<file path="config.mk">
export PLATFORM = sky130hd
export DESIGN_NAME = uart_tx
export DESIGN_NICKNAME = d
export VERILOG_FILES = /design/src/rtl/uart_tx.sv
export SDC_FILE = /design/constraint.sdc
export NUM_CORES = 1
export LEC_CHECK = 0
export CORE_AREA = 2 2 46 57
export CTS_BUF_LIST = sky130_fd_sc_hd__clkbuf_4 sky130_fd_sc_hd__clkbuf_8 sky130_fd_sc_hd__clkbuf_16
export CTS_CLUSTER_SIZE = 30
export DETAILED_ROUTE_END_ITERATION = 12
export DIE_AREA = 0 0 48 59
export PLACE_DENSITY = 0.75
export SKIP_CTS_REPAIR_TIMING = 1
export SLEW_MARGIN = 15
export SYNTH_ARGS = -nofsm -noshare
export SYNTH_HDL_FRONTEND = slang
export SYNTH_SLANG_ARGS = --single-unit
</file>
<file path="constraint.sdc">
create_clock -name clk -period 2.2 [get_ports clk]
set_clock_uncertainty 0.1 [all_clocks]
set_input_delay 0.44 -clock clk [delete_from_list [all_inputs] [get_ports clk]]
set_output_delay 0.44 -clock clk [all_outputs]
set_load 0.03 [all_outputs]
</file>
<file path="src/rtl/uart_tx.sv">
// ---------------------------------------------------------------------------
// uart_tx : UART transmitter. Each frame is a start bit, DATA_LEN data bits
// (LSB first), one parity bit and one stop bit. Every bit lasts 16 pulses of
// baud_tick_tx, which arrives at 16x the bit rate.
//
// Handshake: tx_start is a request. It is accepted on any clk edge where the
// transmitter is idle. tx_busy rises on that edge. Requests made while
// tx_busy=1 are dropped, not queued. tx_done pulses for one clk on the first
// idle cycle after the stop bit, and tx_busy is already low in that cycle.
// A tx_start in that same cycle is accepted, so frames can run back-to-back.
//
// Parameters:
//   DATA_LEN    - data bits per frame (5..9)
//   PARITY_TYPE - 1: even parity (XOR of data), 0: odd parity (XNOR of data)
//
// Ports:
//   clk          in   system clock, rising edge
//   rst          in   asynchronous, active-high reset
//   baud_tick_tx in   one-clk strobe at 16x the bit rate
//   tx_start     in   frame request
//   tx_data      in   payload, captured only when a request is accepted
//   tx_out       out  serial line, registered, idles high
//   tx_busy      out  frame in progress
//   tx_done      out  one-clk pulse at frame completion
//   dbg_state_o  out  current FSM state (IDLE=0 START=1 DATA=2 PARITY=3 STOP=4)
// ---------------------------------------------------------------------------
module uart_tx #(
    parameter int DATA_LEN    = 8,
    parameter int PARITY_TYPE = 1
) (
    input  logic                clk,
    input  logic                rst,
    input  logic                baud_tick_tx,
    input  logic                tx_start,
    input  logic [DATA_LEN-1:0] tx_data,
    output logic                tx_out,
    output logic                tx_busy,
    output logic                tx_done,
    output logic [2:0]          dbg_state_o
);

    localparam int BW = $clog2(DATA_LEN);
    localparam logic [BW-1:0] LAST_BIT = BW'(DATA_LEN - 1);

    typedef enum logic [2:0] {
        IDLE   = 3'd0,
        START  = 3'd1,
        DATA   = 3'd2,
        PARITY = 3'd3,
        STOP   = 3'd4
    } state_t;

    state_t              state_q,  state_d;
    logic [3:0]          tick_q,   tick_d;
    logic [BW-1:0]       bit_q,    bit_d;
    logic [DATA_LEN-1:0] shift_q,  shift_d;
    logic                parity_q, parity_d;
    logic                out_q,    out_d;
    logic                busy_q,   busy_d;
    logic                done_q,   done_d;
    logic                bit_end;

    // A bit ends on the tick that takes the counter from 15 back to 0.
    // Because the counter wraps there, it is 0 on entry to every state.
    assign bit_end = baud_tick_tx && (tick_q == 4'd15);

    always_comb begin
        state_d  = state_q;
        tick_d   = tick_q;
        bit_d    = bit_q;
        shift_d  = shift_q;
        parity_d = parity_q;
        busy_d   = busy_q;
        done_d   = 1'b0;

        if (state_q != IDLE && baud_tick_tx) begin
            tick_d = tick_q + 4'd1;
        end

        case (state_q)
            IDLE: begin
                if (tx_start) begin
                    shift_d = tx_data;
                    // Parity is fixed at capture time. The shift register
                    // is consumed as the frame goes out.
                    parity_d = (PARITY_TYPE != 0) ? (^tx_data) : ~(^tx_data);
                    tick_d   = 4'd0;
                    bit_d    = '0;
                    busy_d   = 1'b1;
                    state_d  = START;
                end
            end
            START: begin
                if (bit_end) state_d = DATA;
            end
            DATA: begin
                if (bit_end) begin
                    shift_d = shift_q >> 1;
                    if (bit_q == LAST_BIT) begin
                        bit_d   = '0;
                        state_d = PARITY;
                    end else begin
                        bit_d = bit_q + BW'(1);
                    end
                end
            end
            PARITY: begin
                if (bit_end) state_d = STOP;
            end
            STOP: begin
                if (bit_end) begin
                    busy_d  = 1'b0;
                    done_d  = 1'b1;
                    state_d = IDLE;
                end
            end
            default: begin
                state_d = IDLE;
                busy_d  = 1'b0;
            end
        endcase

        // The line level is derived from the next state, so it changes on
        // the same edge as the state and stays glitch-free.
        case (state_d)
            START:   out_d = 1'b0;
            DATA:    out_d = shift_d[0];
            PARITY:  out_d = parity_d;
            default: out_d = 1'b1;
        endcase
    end

    always_ff @(posedge clk or posedge rst) begin
        if (rst) begin
            state_q  <= IDLE;
            tick_q   <= 4'd0;
            bit_q    <= '0;
            shift_q  <= '0;
            parity_q <= 1'b0;
            out_q    <= 1'b1;
            busy_q   <= 1'b0;
            done_q   <= 1'b0;
        end else begin
            state_q  <= state_d;
            tick_q   <= tick_d;
            bit_q    <= bit_d;
            shift_q  <= shift_d;
            parity_q <= parity_d;
            out_q    <= out_d;
            busy_q   <= busy_d;
            done_q   <= done_d;
        end
    end

    assign tx_out      = out_q;
    assign tx_busy     = busy_q;
    assign tx_done     = done_q;
    assign dbg_state_o = state_q;

endmodule

</file>
# Yosys cells after proc, flatten, opt, wreduce, memory -nomap -nowiden
# Cells that the tools add are included.
# op_classes
muxes	25
shift	0
addsub	2
n_eq_ne	12
reduce_logical	9
div_mod_pow	0
n_lt_le_gt_ge	0
bitwise	1
multipliers	0
# ops
cell	n
$mux W3	9
$mux W8	2
$pmux W8 S2	1
$pmux W3 S5	1
$eq A3 B2 Y1 const B	4
$mux W4	3
$reduce_xor A8 Y1	1
$eq A3 B1 Y1 const B	2
$eq A3 B3 Y1 const B	2
$mux W1	6
$ne A2 B2 Y1 const B	3
$pmux W1 S3	2
$pmux W3 S2	1
$reduce_and A3 Y1	2
$add A4 B1 Y4 const B	1
$eq A4 B4 Y1 const B	1
$add A3 B1 Y3 const B	1
$logic_not A3 Y1	1
$reduce_bool A3 Y1	1
$reduce_or A3 Y1	1
$logic_and A1 B1 Y1	2
$reduce_bool A2 Y1	1
$not A1 Y1	1
# word_totals
register_bits	22
latchBits	0
word_cells	58
ramBits	0
n_memories	0
out_inout_bits	6
romBits	0

# Depth between registers and ports, before layout
# Gate-level depths: netlist of the first run.
# depth
depth_word	6
ltp_mapped	7
depth_no_buf	6

# Worst setup path before layout of the first run
# Ideal clock, no wire load.
# synth_path
kind	reg2reg
from	register state_q[1], in the netlist dbg_state_o[1]
to	register out_q, in the netlist tx_out
period_less_slack_ns	1.725
t_required_ns	2.013
n_path_buf	1
t_arrival_ns	1.538
path_slack_ns	0.475
stages_incl_launch_ff	6
path_cell_list	dfrtp_1 -> buf_2 -> nor3b_4 -> a21oi_2 -> a221o_1 -> a2bb2oi_1
# synth_lines
element	line	text
start, declared	53	state_t state_q, state_d;
start signal, assigned	144	state_q <= state_d;
$eq A3 B2 Y1 or $logic_not A3 Y1 (tied branches)	80	case (state_q)
$pmux W8 S2 *	80	
named net shift_d[0]	56	logic [DATA_LEN-1:0] shift_q, shift_d;
$pmux W1 S3 *	125	case (state_d)
named net out_d	58	logic out_q, out_d;
end signal, assigned	149	out_q <= out_d;
end, declared	58	
# The timed path passes the listed nets; every way through them passes the cells marked *.
# A chain may end at the register's enable or synchronous reset.

# Final worst setup path of the first run
# layout_path
from	register out_q, in the netlist tx_out
to	output tx_out
# layout_lines
element	line	text
end, declared	36	output logic tx_out,
# No word-level cell between the ends.

==> flow_metrics.tcl, run 1 <==
set metrics [dict create \
    area_growth_pct 24.0 \
    peakVddDrop_uv 644 \
    clock-root-buffer "clkbuf_4" \
    cts_buffers 3 \
    initial_core_util 0.502 \
    place.gp.congestion 0.864 \
    synth-main-ff-cell "dfrtp_1" \
    grt_overflow_total 0 \
    wl_per_cell_um 12.9 \
    fp.dieH_um 59 \
    drive_gt1_frac 0.129 \
    fp-row-count 19 \
    layout_min_cycle_time_ps 2030 \
    routed_wl_um 2110 \
    max_slew_margin 0.782 \
    hpwl_um 1630 \
    clk_pin_slew_worst_paths_ps 120 \
    maxCapViolCount 0 \
    cp_slowest_stage_delay_ps 660 \
    num_antenna_cells 0 \
    grt_pass1_vias 815 \
    p_clk_frac 0.155 \
    path_delay_family "buffers and inverters" \
    instances_no_fill 163 \
    drc 0 \
    critPathMaxFanout 1 \
    cts.sinks 22 \
    die_area_um2 2830 \
    synth.cell_area_um2 1130 \
    ys_seq_area_frac 0.487 \
    portBuffers 17 \
    async_flop_share 1.00 \
    clock_latency_ps 300 \
    synth_area_leaders "dfrtp_1, nand2_1, xnor2_1, a22oi_1, ha_1" \
    first_pass_iters 4 \
    grt_usage 0.165 \
    grt_max_degree 23 \
    crit_required_ps 1660 \
    hold_violations 0 \
    synth.distinct_cells 34 \
    drt-initial-drc-count 8 \
    status "complete, no violations" \
    vias 874 \
    grt_pass1_wl_um 3430 \
    p_leak_nw 0.622 \
    yosysMostFrequentCell "dfrtp_1" \
    setup_tns_ps 0 \
    cts_max_path_buffers 2 \
    cp.arrival_ps 1490 \
    synth_seq_cells 22 \
    pin_count 18 \
    p_sw_frac 0.357 \
    die_w_um 48 \
    viasPerCell 5.36 \
    final_util 0.622 \
    drv_slew 0 \
    p_int_w 0.000921 \
    grt_antenna_before_repair 0 \
    design.final.nets 148 \
    hp-class "input pin to asynchronous set/reset pin" \
    cp_num_buf_inv 1 \
    worstMarginPinSlew_ps 327 \
    syn_inst 110 \
    crit_slowest_cell "clkdlybuf4s50_1" \
    power_density_nw_per_um2 1020 \
    grt_setup_unrepaired "no" \
    netlist.area_leader.share 0.464 \
    finalCritPeriodShare 0.924 \
    synth_edf_count 0 \
    syn-num-nets 125 \
    tritoncts "built" \
    ant_nets 0 \
    htree_num_levels 1 \
    path_class "flip-flop to output pin" \
    yosys_warnings 0 \
    syn_avg_cell_area_um2 10.3 \
    place_inst 159 \
    coreArea_um2 2260 \
    pre_cts_slack_ps 108 \
    timing.fmax_ghz 0.492 \
    combPwrFrac 0.382 \
    synthTopCellsByCount "dfrtp_1, nand2_1, xnor2_1" \
    whs_ps 350 \
    power_switching_w 0.000512 \
    cp-start-kind "flip-flop" \
    endpoint_kind "output pin" \
    layout_setup_ws_ps 168 \
    setup-violations-final 0 \
    yosysTopAreaCell "dfrtp_1" \
    seqPwrFrac 0.463 \
    crit_chain "clkdlybuf4s50_1" \
]
[final timing paths]
check | start | endpoint | slack, ps | cells after the start
max | tx_out | tx_out | 170 | 1
max in group asynchronous | rst | tx_out | 1380 | 3
min | rst | tick_q[0] | 350 | 3
max reg2reg | tick_q[0] | tx_out | 440 | 5
min in group clk | shift_q[1] | shift_q[1] | 380 | 2
min reg2reg | shift_q[1] | shift_q[1] | 380 | 2
[cell families after synthesis]
| group | synth area share |
|---|---|
| simple gates | 0.196 |
| xor+xnor | 0.0773 |
| buf+inv | 0.0386 |
| mux | 0.0177 |
| compound gates | 0.150 |
| flops | 0.487 |
| fa+ha+maj | 0.0331 |
[stage by stage]
step | cell area, µm² | power, W
floorplan | 1130 | 0.00104
global placement | 1370 | 0.00120
detailed placement | 1370 | 0.00122
CTS | 1400 | 0.00144
global route | 1410 | 0.00153
finish | 1410 | 0.00143
[flip-flops by register name, summed over array words and instances, names as in the netlist]
| name | flops |
|---|---|
| shift_q | 8 |
| tick_q | 4 |
| bit_q | 3 |
| dbg_state_o | 3 |
| parity_q | 1 |
| tx_busy | 1 |
| tx_done | 1 |
| tx_out | 1 |
[placed cells by master, fill, tap and decap left out, types with 2 or more instances in the layout]
cell              n
nand2_1          19
o21ai_0           6
nor2_1            6
a21oi_1           2
a21o_1            2
inv_1             4
clkdlybuf4s50_1  16
clkbuf_4          3
mux2i_1           2
buf_4             7
ha_1              3
dfrtp_1          21
nand3_1           3
a22oi_1           6
xnor2_1           8
xor2_1            2
nand4_1           2
[per-layer routing]
metal / wire length (µm) / track usage
met5: 0 / 0
met4: 8 / 0.0541
met3: 57 / 0.0183
met2: 1080 / 0.278
met1: 961 / 0.213
[power by group through the flow]
stage	sequential [W]	clock, W	combinational (W)
after detailed placement	0.000671	0	0.000549
final	0.000664	0.000222	0.000547
after CTS	0.000662	0.000229	0.000553
after floorplan	0.000694	0	0.000344
after global routing	0.000679	0.000242	0.000607
after global placement	0.000663	0	0.000536
[layout make-up]
| type | instances | area (µm²) |
|---|---|---|
| Fill cell | 202 | 853 |
| Sequential cell | 22 | 552 |
| Multi-Input combinational cell | 78 | 538 |
| Timing Repair Buffer | 24 | 225 |
| Tap cell | 31 | 38.8 |
| Clock buffer | 4 | 36.3 |
| Inverter | 4 | 15.0 |
No activity file was read; power rests on OpenSTA's default activity.
==> inputs of run 2 (changes only) <==
- ABC_AREA: default -> 1
- CORE_AREA: 2 2 46 57 -> 2 2 48 59
- DIE_AREA: 0 0 48 59 -> 0 0 50 61
- PLACE_DENSITY: 0.75 -> 0.76
==> flow_metrics.tcl, run 2 <==
set metrics [dict create \
    cts.sinks 22 \
    wl_per_cell_um 11.8 \
    coreArea_um2 2480 \
    async_flop_share 1.00 \
    drc 0 \
    netlist.area_leader.share 0.413 \
    clk_pin_slew_worst_paths_ps 120 \
    path_delay_family "buffers and inverters" \
    grt_pass1_wl_um 4600 \
    final_util 0.616 \
    pre_cts_slack_ps 188 \
    cp_num_buf_inv 1 \
    drive_gt1_frac 0.100 \
    hpwl_um 2080 \
    grt_pass1_vias 1082 \
    yosysTopAreaCell "dfrtp_1" \
    grt_setup_unrepaired "no" \
    yosys_warnings 0 \
    p_leak_nw 0.824 \
    die_w_um 50 \
    final_cell_mix "nand2_1, inv_1, dfrtp_1, clkdlybuf4s50_1, o21ai_0" \
    crit_slowest_cell "clkdlybuf4s50_1" \
    path_class "flip-flop to output pin" \
    synth_seq_cells 22 \
    grt_usage 0.200 \
    portBuffers 17 \
    power.total_w 0.00162 \
    worstMarginPinSlew_ps 504 \
    cp.arrival_ps 1520 \
    synth_area_leaders "dfrtp_1, nand2_1, inv_1, o21ai_0, nand3_1" \
    synth_edf_count 0 \
    ant_nets 0 \
    clock_latency_ps 300 \
    synth-main-ff-cell "dfrtp_1" \
    syn_avg_cell_area_um2 7.57 \
    grt_overflow_total 0 \
    tritoncts "built" \
    peakVddDrop_uv 704 \
    critPathMaxFanout 7 \
    finalCritPeriodShare 0.937 \
    grt_antenna_before_repair 0 \
    place.gp.congestion 0.844 \
    final-seq-area_um2 552 \
    drt-initial-drc-count 30 \
    syn_inst 168 \
    cts_max_path_buffers 2 \
    design.final.nets 206 \
    ys_seq_area_frac 0.434 \
    routed_wl_um 2640 \
    hold_violations 0 \
    multi_input_area_um2 606 \
    cp_slowest_stage_delay_ps 730 \
    synthTopCellsByCount "nand2_1, inv_1, dfrtp_1" \
    cts_buffers 3 \
    nFillCells 196 \
    timing.fmax_ghz 0.485 \
    endpoint_kind "output pin" \
    layout_min_cycle_time_ps 2060 \
    maxCapViolCount 0 \
    yosysMostFrequentCell "nand2_1" \
    crit_required_ps 1660 \
    crit_chain "clkdlybuf4s50_1" \
    hp-class "input pin to asynchronous set/reset pin" \
    fp.dieH_um 61 \
    first_pass_iters 4 \
    vias 1114 \
    drv_slew 0 \
    largest_reg_flops 8 \
    status "complete, no violations" \
    setup-violations-final 0 \
    initial_core_util 0.513 \
    num_antenna_cells 0 \
    setup_tns_ps 0 \
    layout_setup_ws_ps 139 \
    cp-start-kind "flip-flop" \
    pin_count 18 \
    htree_num_levels 1 \
    synth.cell_area_um2 1270 \
    max_slew_margin 0.664 \
    largestRegisters "shift_q: 8 flops, tick_q: 4 flops" \
    final_common_cell "nand2_1" \
    synth.distinct_cells 25 \
    die_area_um2 3050 \
    clock-root-buffer "clkbuf_4" \
    viasPerCell 5.00 \
    power_density_nw_per_um2 1060 \
    largest_register "shift_q" \
    fp-row-count 20 \
    syn-num-nets 183 \
    grt_max_degree 15 \
    area_growth_pct 20.1 \
]
[run 2: cells by family (layout without fill, tap and decap cells)]
| kind of cell | Yosys count | after routing | share of synthesized area |
|---|---|---|---|
| flops | 22 | 22 | 0.434 |
| compound gates | 25 | 25 | 0.117 |
| simple gates | 90 | 90 | 0.330 |
| buf+inv | 28 | 50 | 0.0896 |
| fa+ha+maj | 3 | 3 | 0.0295 |
[run 2: final timing paths]
path	to	start	slack [ps]	cells past startpoint
min	shift_q[3]	rst	350	2
max	dbg_state_o[2]	dbg_state_o[2]	140	1
min reg2reg	tick_q[3]	tick_q[3]	380	1
min in group clk	tick_q[3]	tick_q[3]	380	1
max reg2reg	bit_q[0]	tick_q[1]	580	9
max in group asynchronous	tick_q[2]	rst	1140	3
[run 2: metal layers]
metal	share of wire	wire length [µm]	track usage
met2	0.54	1420	0.380
met5	0	0	0
met4	0.0065	17	0.0952
met1	0.42	1100	0.222
met3	0.036	96	0.0246
[run 2: stage by stage]
| step | cell area [µm²] | cells | hold WS (ps) |
|---|---|---|---|
| finish | 1530 | 223 | 351 |
| global route | 1530 | 223 | 399 |
| CTS | 1530 | 223 | 367 |
| detailed placement | 1490 | 219 | 365 |
| global placement | 1490 | 219 | 352 |
| floorplan | 1270 | 168 | 328 |
[run 2: final cells by class]
class,instances,share of cell area
Multi-Input combinational cell,118,0.397
Inverter,28,0.0746
Clock buffer,4,0.0238
Timing Repair Buffer,18,0.116
Sequential cell,22,0.361
Tap cell,33,0.0270
[run 2: where the power goes]
| part | switching [W] | total (W) | leakage, nW | internal (W) |
|---|---|---|---|---|
| logic | 0.000427 | 0.000713 | 0.533 | 0.000286 |
| clock network | 0.000116 | 0.000217 | 0.0210 | 0.000101 |
| registers | 0.000106 | 0.000685 | 0.270 | 0.000579 |
